## config.mk

```make
export PLATFORM = sky130hd
export DESIGN_NAME = vga_grid_display
export DESIGN_NICKNAME = d
export VERILOG_FILES = /design/src/rtl/vga_grid_display.sv
export SDC_FILE = /design/constraint.sdc
export NUM_CORES = 1
export LEC_CHECK = 0
export ABC_AREA = 1
export CAP_MARGIN = 30
export CORE_ASPECT_RATIO = 1.75
export CORE_UTILIZATION = 40
export CTS_BUF_LIST = sky130_fd_sc_hd__clkbuf_16
export DETAILED_ROUTE_END_ITERATION = 8
export GPL_TIMING_DRIVEN = 0
export PLACE_DENSITY = 0.62
export SLEW_MARGIN = 15
export SYNTH_ARGS = -nofsm -noshare
export SYNTH_HDL_FRONTEND = slang
export SYNTH_SLANG_ARGS = --single-unit
```

## constraint.sdc

```tcl
create_clock -name clock -period 2.9 [get_ports clock]
set_clock_uncertainty 0.15 [all_clocks]
set_input_delay 0.58 -clock clock [delete_from_list [all_inputs] [get_ports clock]]
set_output_delay 0.58 -clock clock [all_outputs]
set_load 0.05 [all_outputs]
```

## src/rtl/vga_grid_display.sv

```systemverilog
// VGA raster generator that scans the occupancy grid memory and paints each cell as a scaled
// grey square, with the robot's cell overlaid in red and a dark-blue border around the grid.
module vga_grid_display #(
  parameter int unsigned H_ACTIVE    = 640,
  parameter int unsigned H_FP        = 16,
  parameter int unsigned H_SYNC      = 96,
  parameter int unsigned H_BP        = 48,
  parameter int unsigned V_ACTIVE    = 480,
  parameter int unsigned V_FP        = 10,
  parameter int unsigned V_SYNC      = 2,
  parameter int unsigned V_BP        = 33,
  parameter int unsigned GRID_W      = 128,
  parameter int unsigned GRID_H      = 96,
  parameter int unsigned SCALE_SHIFT = 2,
  parameter int unsigned X_OFFSET    = 64,
  parameter int unsigned Y_OFFSET    = 48,
  parameter int unsigned CELL_WIDTH  = 8,
  parameter int unsigned ADDR_WIDTH  = 14
) (
  input  logic                  clock,
  input  logic                  reset,
  input  logic [6:0]            position_x,
  input  logic [6:0]            position_y,
  output logic [ADDR_WIDTH-1:0] mem_addr,
  output logic                  mem_read_enable,
  input  logic [CELL_WIDTH-1:0] mem_data,
  output logic [3:0]            vgaRed,
  output logic [3:0]            vgaGreen,
  output logic [3:0]            vgaBlue,
  output logic                  Hsync,
  output logic                  Vsync,
  output logic                  vga_busy,
  output logic                  frame_start
);

  localparam int unsigned H_TOTAL  = H_ACTIVE + H_FP + H_SYNC + H_BP;
  localparam int unsigned V_TOTAL  = V_ACTIVE + V_FP + V_SYNC + V_BP;
  localparam int unsigned HW       = $clog2(H_TOTAL);
  localparam int unsigned VW       = $clog2(V_TOTAL);
  localparam int unsigned GX_W     = $clog2(GRID_W);
  localparam int unsigned GY_W     = ADDR_WIDTH - GX_W;
  localparam int unsigned HS_START = H_ACTIVE + H_FP;
  localparam int unsigned HS_END   = HS_START + H_SYNC;
  localparam int unsigned VS_START = V_ACTIVE + V_FP;
  localparam int unsigned VS_END   = VS_START + V_SYNC;
  localparam int unsigned X_END    = X_OFFSET + (GRID_W << SCALE_SHIFT);
  localparam int unsigned Y_END    = Y_OFFSET + (GRID_H << SCALE_SHIFT);

  logic [HW-1:0]   h_count;
  logic [VW-1:0]   v_count;
  logic [6:0]      pos_x;
  logic [6:0]      pos_y;
  logic            pos_valid;

  logic            active_c;
  logic            in_grid_c;
  logic            hs_c;
  logic            vs_c;
  logic            origin_c;
  logic            match_c;
  logic [HW-1:0]   h_rel_c;
  logic [VW-1:0]   v_rel_c;
  logic [GX_W-1:0] gx_c;
  logic [GY_W-1:0] gy_c;

  logic            s1_active, s1_hs, s1_vs, s1_origin, s1_match;
  logic            s2_active, s2_hs, s2_vs, s2_origin, s2_match, rd_valid;
  logic [3:0]      grey_c;
  logic [11:0]     rgb_c;

  // Raster counters, advancing every pixel clock
  always_ff @(posedge clock) begin
    if (reset) begin
      h_count <= '0;
      v_count <= '0;
    end else if (h_count == HW'(H_TOTAL - 1)) begin
      h_count <= '0;
      v_count <= (v_count == VW'(V_TOTAL - 1)) ? '0 : v_count + VW'(1);
    end else begin
      h_count <= h_count + HW'(1);
    end
  end

  // Robot position is sampled once per frame so the overlay never tears
  always_ff @(posedge clock) begin
    if (reset) begin
      pos_x     <= '0;
      pos_y     <= '0;
      pos_valid <= 1'b0;
    end else if (origin_c) begin
      pos_x     <= position_x;
      pos_y     <= position_y;
      pos_valid <= (32'(position_x) < GRID_W) && (32'(position_y) < GRID_H);
    end
  end

  always_comb begin
    active_c  = (h_count < HW'(H_ACTIVE)) && (v_count < VW'(V_ACTIVE));
    hs_c      = !((h_count >= HW'(HS_START)) && (h_count < HW'(HS_END)));
    vs_c      = !((v_count >= VW'(VS_START)) && (v_count < VW'(VS_END)));
    origin_c  = (h_count == '0) && (v_count == '0);
    in_grid_c = active_c
             && (h_count >= HW'(X_OFFSET)) && (32'(h_count) < X_END)
             && (v_count >= VW'(Y_OFFSET)) && (32'(v_count) < Y_END);
    h_rel_c   = h_count - HW'(X_OFFSET);
    v_rel_c   = v_count - VW'(Y_OFFSET);
    gx_c      = GX_W'(h_rel_c >> SCALE_SHIFT);
    gy_c      = GY_W'(v_rel_c >> SCALE_SHIFT);
    match_c   = pos_valid && (gx_c == GX_W'(pos_x)) && (gy_c == GY_W'(pos_y));
  end

  // Stages 1 and 2: issue the read, then carry pixel attributes alongside the memory latency
  always_ff @(posedge clock) begin
    if (reset) begin
      mem_addr        <= '0;
      mem_read_enable <= 1'b0;
      vga_busy        <= 1'b0;
      s1_active       <= 1'b0;
      s1_hs           <= 1'b1;
      s1_vs           <= 1'b1;
      s1_origin       <= 1'b0;
      s1_match        <= 1'b0;
      s2_active       <= 1'b0;
      s2_hs           <= 1'b1;
      s2_vs           <= 1'b1;
      s2_origin       <= 1'b0;
      s2_match        <= 1'b0;
      rd_valid        <= 1'b0;
    end else begin
      if (in_grid_c) begin
        mem_addr <= {gy_c, gx_c};
      end
      mem_read_enable <= in_grid_c;
      vga_busy        <= in_grid_c || mem_read_enable;
      s1_active       <= active_c;
      s1_hs           <= hs_c;
      s1_vs           <= vs_c;
      s1_origin       <= origin_c;
      s1_match        <= match_c;
      s2_active       <= s1_active;
      s2_hs           <= s1_hs;
      s2_vs           <= s1_vs;
      s2_origin       <= s1_origin;
      s2_match        <= s1_match;
      rd_valid        <= mem_read_enable;
    end
  end

  // Pixel colour: blank, border, robot overlay, or inverted occupancy grey
  always_comb begin
    grey_c = 4'hF - 4'(mem_data >> (CELL_WIDTH - 4));
    rgb_c  = 12'h000;
    if (!s2_active) begin
      rgb_c = 12'h000;
    end else if (!rd_valid) begin
      rgb_c = 12'h003;
    end else if (s2_match) begin
      rgb_c = 12'hF00;
    end else begin
      rgb_c = {grey_c, grey_c, grey_c};
    end
  end

  // Stage 3: registered display outputs
  always_ff @(posedge clock) begin
    if (reset) begin
      vgaRed      <= '0;
      vgaGreen    <= '0;
      vgaBlue     <= '0;
      Hsync       <= 1'b1;
      Vsync       <= 1'b1;
      frame_start <= 1'b0;
    end else begin
      vgaRed      <= rgb_c[11:8];
      vgaGreen    <= rgb_c[7:4];
      vgaBlue     <= rgb_c[3:0];
      Hsync       <= s2_hs;
      Vsync       <= s2_vs;
      frame_start <= s2_origin;
    end
  end

endmodule

```

==> summary by stage <==
Finish
In the final layout, the share of cells above drive strength 1 is 0.125. The total area of multi-input combinational cells is around 0.0017 mm^2. At the end of the flow, the number of nets in the layout was roughly 580.

The end-of-flow core utilization is 0.519. The area growth from synthesis to layout is 26.1%. The number of filler cells placed in the layout is about 910.

The register cell area after layout is between 0.0015 and 0.002 mm^2. The number of antenna diodes in the final layout is 0.

Worst setup path
Data on the critical path arrives at its endpoint at 1.54 ns. The required time at the worst-slack endpoint is between 2 and 2.5 ns. The worst setup path is launched from a flop. The biggest fanout along the worst timing path is 2.

The worst setup path is of the flop to primary output kind. The category of the worst setup path capture point is a primary output.

Synth
The synthesized design contains between 70 and 80 register bits. After synthesis, the mean cell area works out to around 7.5 um^2. Of the post-synthesis cell area, the dominant cell type holds 0.420. For this run, the register share of the synthesized area comes to 0.420. The total nets after synthesis is roughly 500. The cell count after synthesis is 479. Yosys attributes the largest share of cell area to dfxtp_1 (42%), nor2_1 (10%), nand2_1 (8.1%), nand3_1 (5.0%), inv_1 (4.9%).

Of all cell types, the one taking the most synthesized area is dfxtp_1. Summing every instance area after synthesis gives between 0.003 and 0.004 mm^2. During synthesis, Yosys emitted a total of 0 warnings. Synthesis instantiated 37 different standard cells from the library.

Pwr
The leakage power total is between 1.5 and 2 nW. For this design the ratio of total power to cell area is a little over 500 mW/mm^2. IR analysis of the VDD net gives a maximum drop of 0.000315 V.

STA
Setup total negative slack on the finished layout was measured at 0 ns. The total setup violations reported at the end of the flow is 0. The routed design could run at a clock period as short as 2.27 ns. The worst pin sits at a relative slew slack of 0.640. The slew at the pin closest to its max-slew limit is between 0.5 and 0.6 ns. For this run, the top clock speed supported by timing is 441 MHz. The part of the cycle the worst path needs is 0.781. Setup repair after global routing left no endpoint under its margin.

The number of pins exceeding their max-slew limit in the final report is 0. The final hold violation count is 0.

Clock tree
The clock buffer count from CTS is 9. The quantity of hold-fixing buffers added after cts is 0. The TritonCTS clock tree is yes. The cell at the root of the clock tree is clkbuf_16. The number of resized instances in the post-cts repair step is 0.

The number of buffers added for setup after CTS is 0. Clock-pin slew was measured on the worst setup and hold paths at 0.06 ns. The clock reaches the later pin of the worst-skew pair after 0.33 ns. The clock tree synthesis step divided the H-tree into 3 levels. Counting every sink on the clock net gives 75. The number of buffers on the longest clock path is 2.

Drt
The met2 routed wirelength is between 4000 and 5000 um. The total length of routed met3 wires is 302 um. The routed wire length per instance is 12.9 um. For this block, the initial DRC count from the detailed router was 159. Once detail routing completed, the nets flagged for antenna violations numbered 0. The number of vias in the routed layout is 3155. The uppermost layer routed is met4. In the final routing, the length of wire on met1 measures about 3300 um.

The total detailed-routing wirelength is 8550 um. The DRC violations left is 0. Before antenna repair, the detailed router went through 4 iterations.

In the routed layout, each cell is associated on average with a via count of 4.77.

Placement
The count of input and output buffers is 50. Routability-driven placement finished with a final weighted congestion of 0.885. Summed over all nets, the half-perimeter wirelength after detailed placement is just under 7000 um.

GRT
The first global-routing pass estimated ~14000 um of wire. The pin count of the biggest net entering global routing is 13. The leftover overflow at the end of global routing is 0. The number of global-route vias before repair is between 3000 and 4000. The number of antenna violations at the first check in global routing was 0. In the global route stage, overall resource usage came out at 0.206.

Floorplan
The initial core utilization is 0.412. The number of placement rows is 45. For this design the top-level I/O count stands at 55. The die covers around 0.0093 mm^2. The core region is approximately 0.0087 mm^2. The floorplan step set the die height to between 100 and 150 um.

In this run the horizontal extent of the chip is 73.5 um.

Run status
The run finished with clean final reports.

Flow run
The number of violations of the max-capacitance limit is 0.

Worst hold path
The class of the worst hold path is flop to flop.
-- registers in the layout, indices dropped and copies added (netlist names), 2 cells and up --
name and flops:
vgaGreen 4, vgaBlue 2, pos_x 7, pos_y 7, vgaRed 4, mem_addr 14, v_count 10, h_count 10
-- final cells by class --
class | instances | share of cell area
clock inverters | 6 | 0.0131
multi-input cells | 332 | 0.384
inverters | 54 | 0.0450
clock buffers | 9 | 0.0500
well taps | 117 | 0.0325
flip-flops and latches | 75 | 0.333
repair buffers | 50 | 0.111
plain buffers | 18 | 0.0311
-- worst max-delay path, stage by stage, from the launching register on --
cell	delay, ns
dfxtp_1	0.32
buf_4	0.10
clkdlybuf4s50_1	0.78
-- path summary, 6_finish.rpt --
check,startpoint,to,slack (ns),cells past startpoint
worst min register to register,s1_origin,s2_origin,0.25,2
worst min-delay path,s1_origin,s2_origin,0.25,2
worst max register to register,v_count[4],v_count[5],0.82,9
worst max-delay path,vgaGreen[2],vgaGreen[2],0.63,2
-- cells in the mapped netlist, drive strengths merged --
cell type,n
dfxtp,75
a31oi,1
and2,1
buf,14
o21bai,1
nand3,40
clkinv,1
o21ai,19
a21oi,18
nand2,84
nor4,2
nor3b,2
inv,53
o31ai,1
a21o,2
ha,11
nor2,108
nand4,11
o22ai,2
nor3,9
clkbuf,4
or2,7
xnor2,4
xor2,9
-- cell usage in the layout, fill, tap and decap left out, types with 5 or more instances in the layout --
master and n:
nor2_1 97, a21oi_1 16, xor2_1 9, nor3_1 5, nor2_4 5, o21ai_0 10
inv_1 48, dfxtp_1 75, clkbuf_16 9, nand2_1 77, clkdlybuf4s50_1 50, nand3_1 36
ha_1 11, inv_2 6, nand2_2 6, or2_2 7, buf_6 8, nand4_1 11
o21ai_1 9, nor2_2 6
-- per-stage QoR --
stage          cells  worst slack, ns  total power, mW  area, um^2  hold slack, ns
2_1_floorplan    479             1.18             1.23        3570           0.238
3_3_place_gp     646            0.670             1.29        4220           0.239
3_5_place_dp     646            0.661             1.30        4220           0.242
4_1_cts          661            0.615             2.37        4500           0.250
5_1_grt          661            0.593             2.44        4500           0.262
6_report         661            0.634             2.34        4500           0.248
-- per-layer routing --
metal	GRT usage	vias to the layer above
met5	0	-
met4	0.111	0
met3	0.0442	17
met2	0.378	77
met1	0.209	1431
li1	-	1630
-- report_power, final --
group	internal, mW	switching, mW	leakage [nW]
Combinational	0.0838	0.103	1.21
Sequential	1.07	0.0213	0.610
Clock	0.654	0.410	0.140
-- kinds of logic after synthesis --
kind of cell	share of synthesized area
flops	0.420
buf+inv	0.0959
xor+xnor	0.0319
simple gates	0.345
compound gates	0.0686
fa+ha+maj	0.0385
No activity file was read; power rests on OpenSTA's default activity.
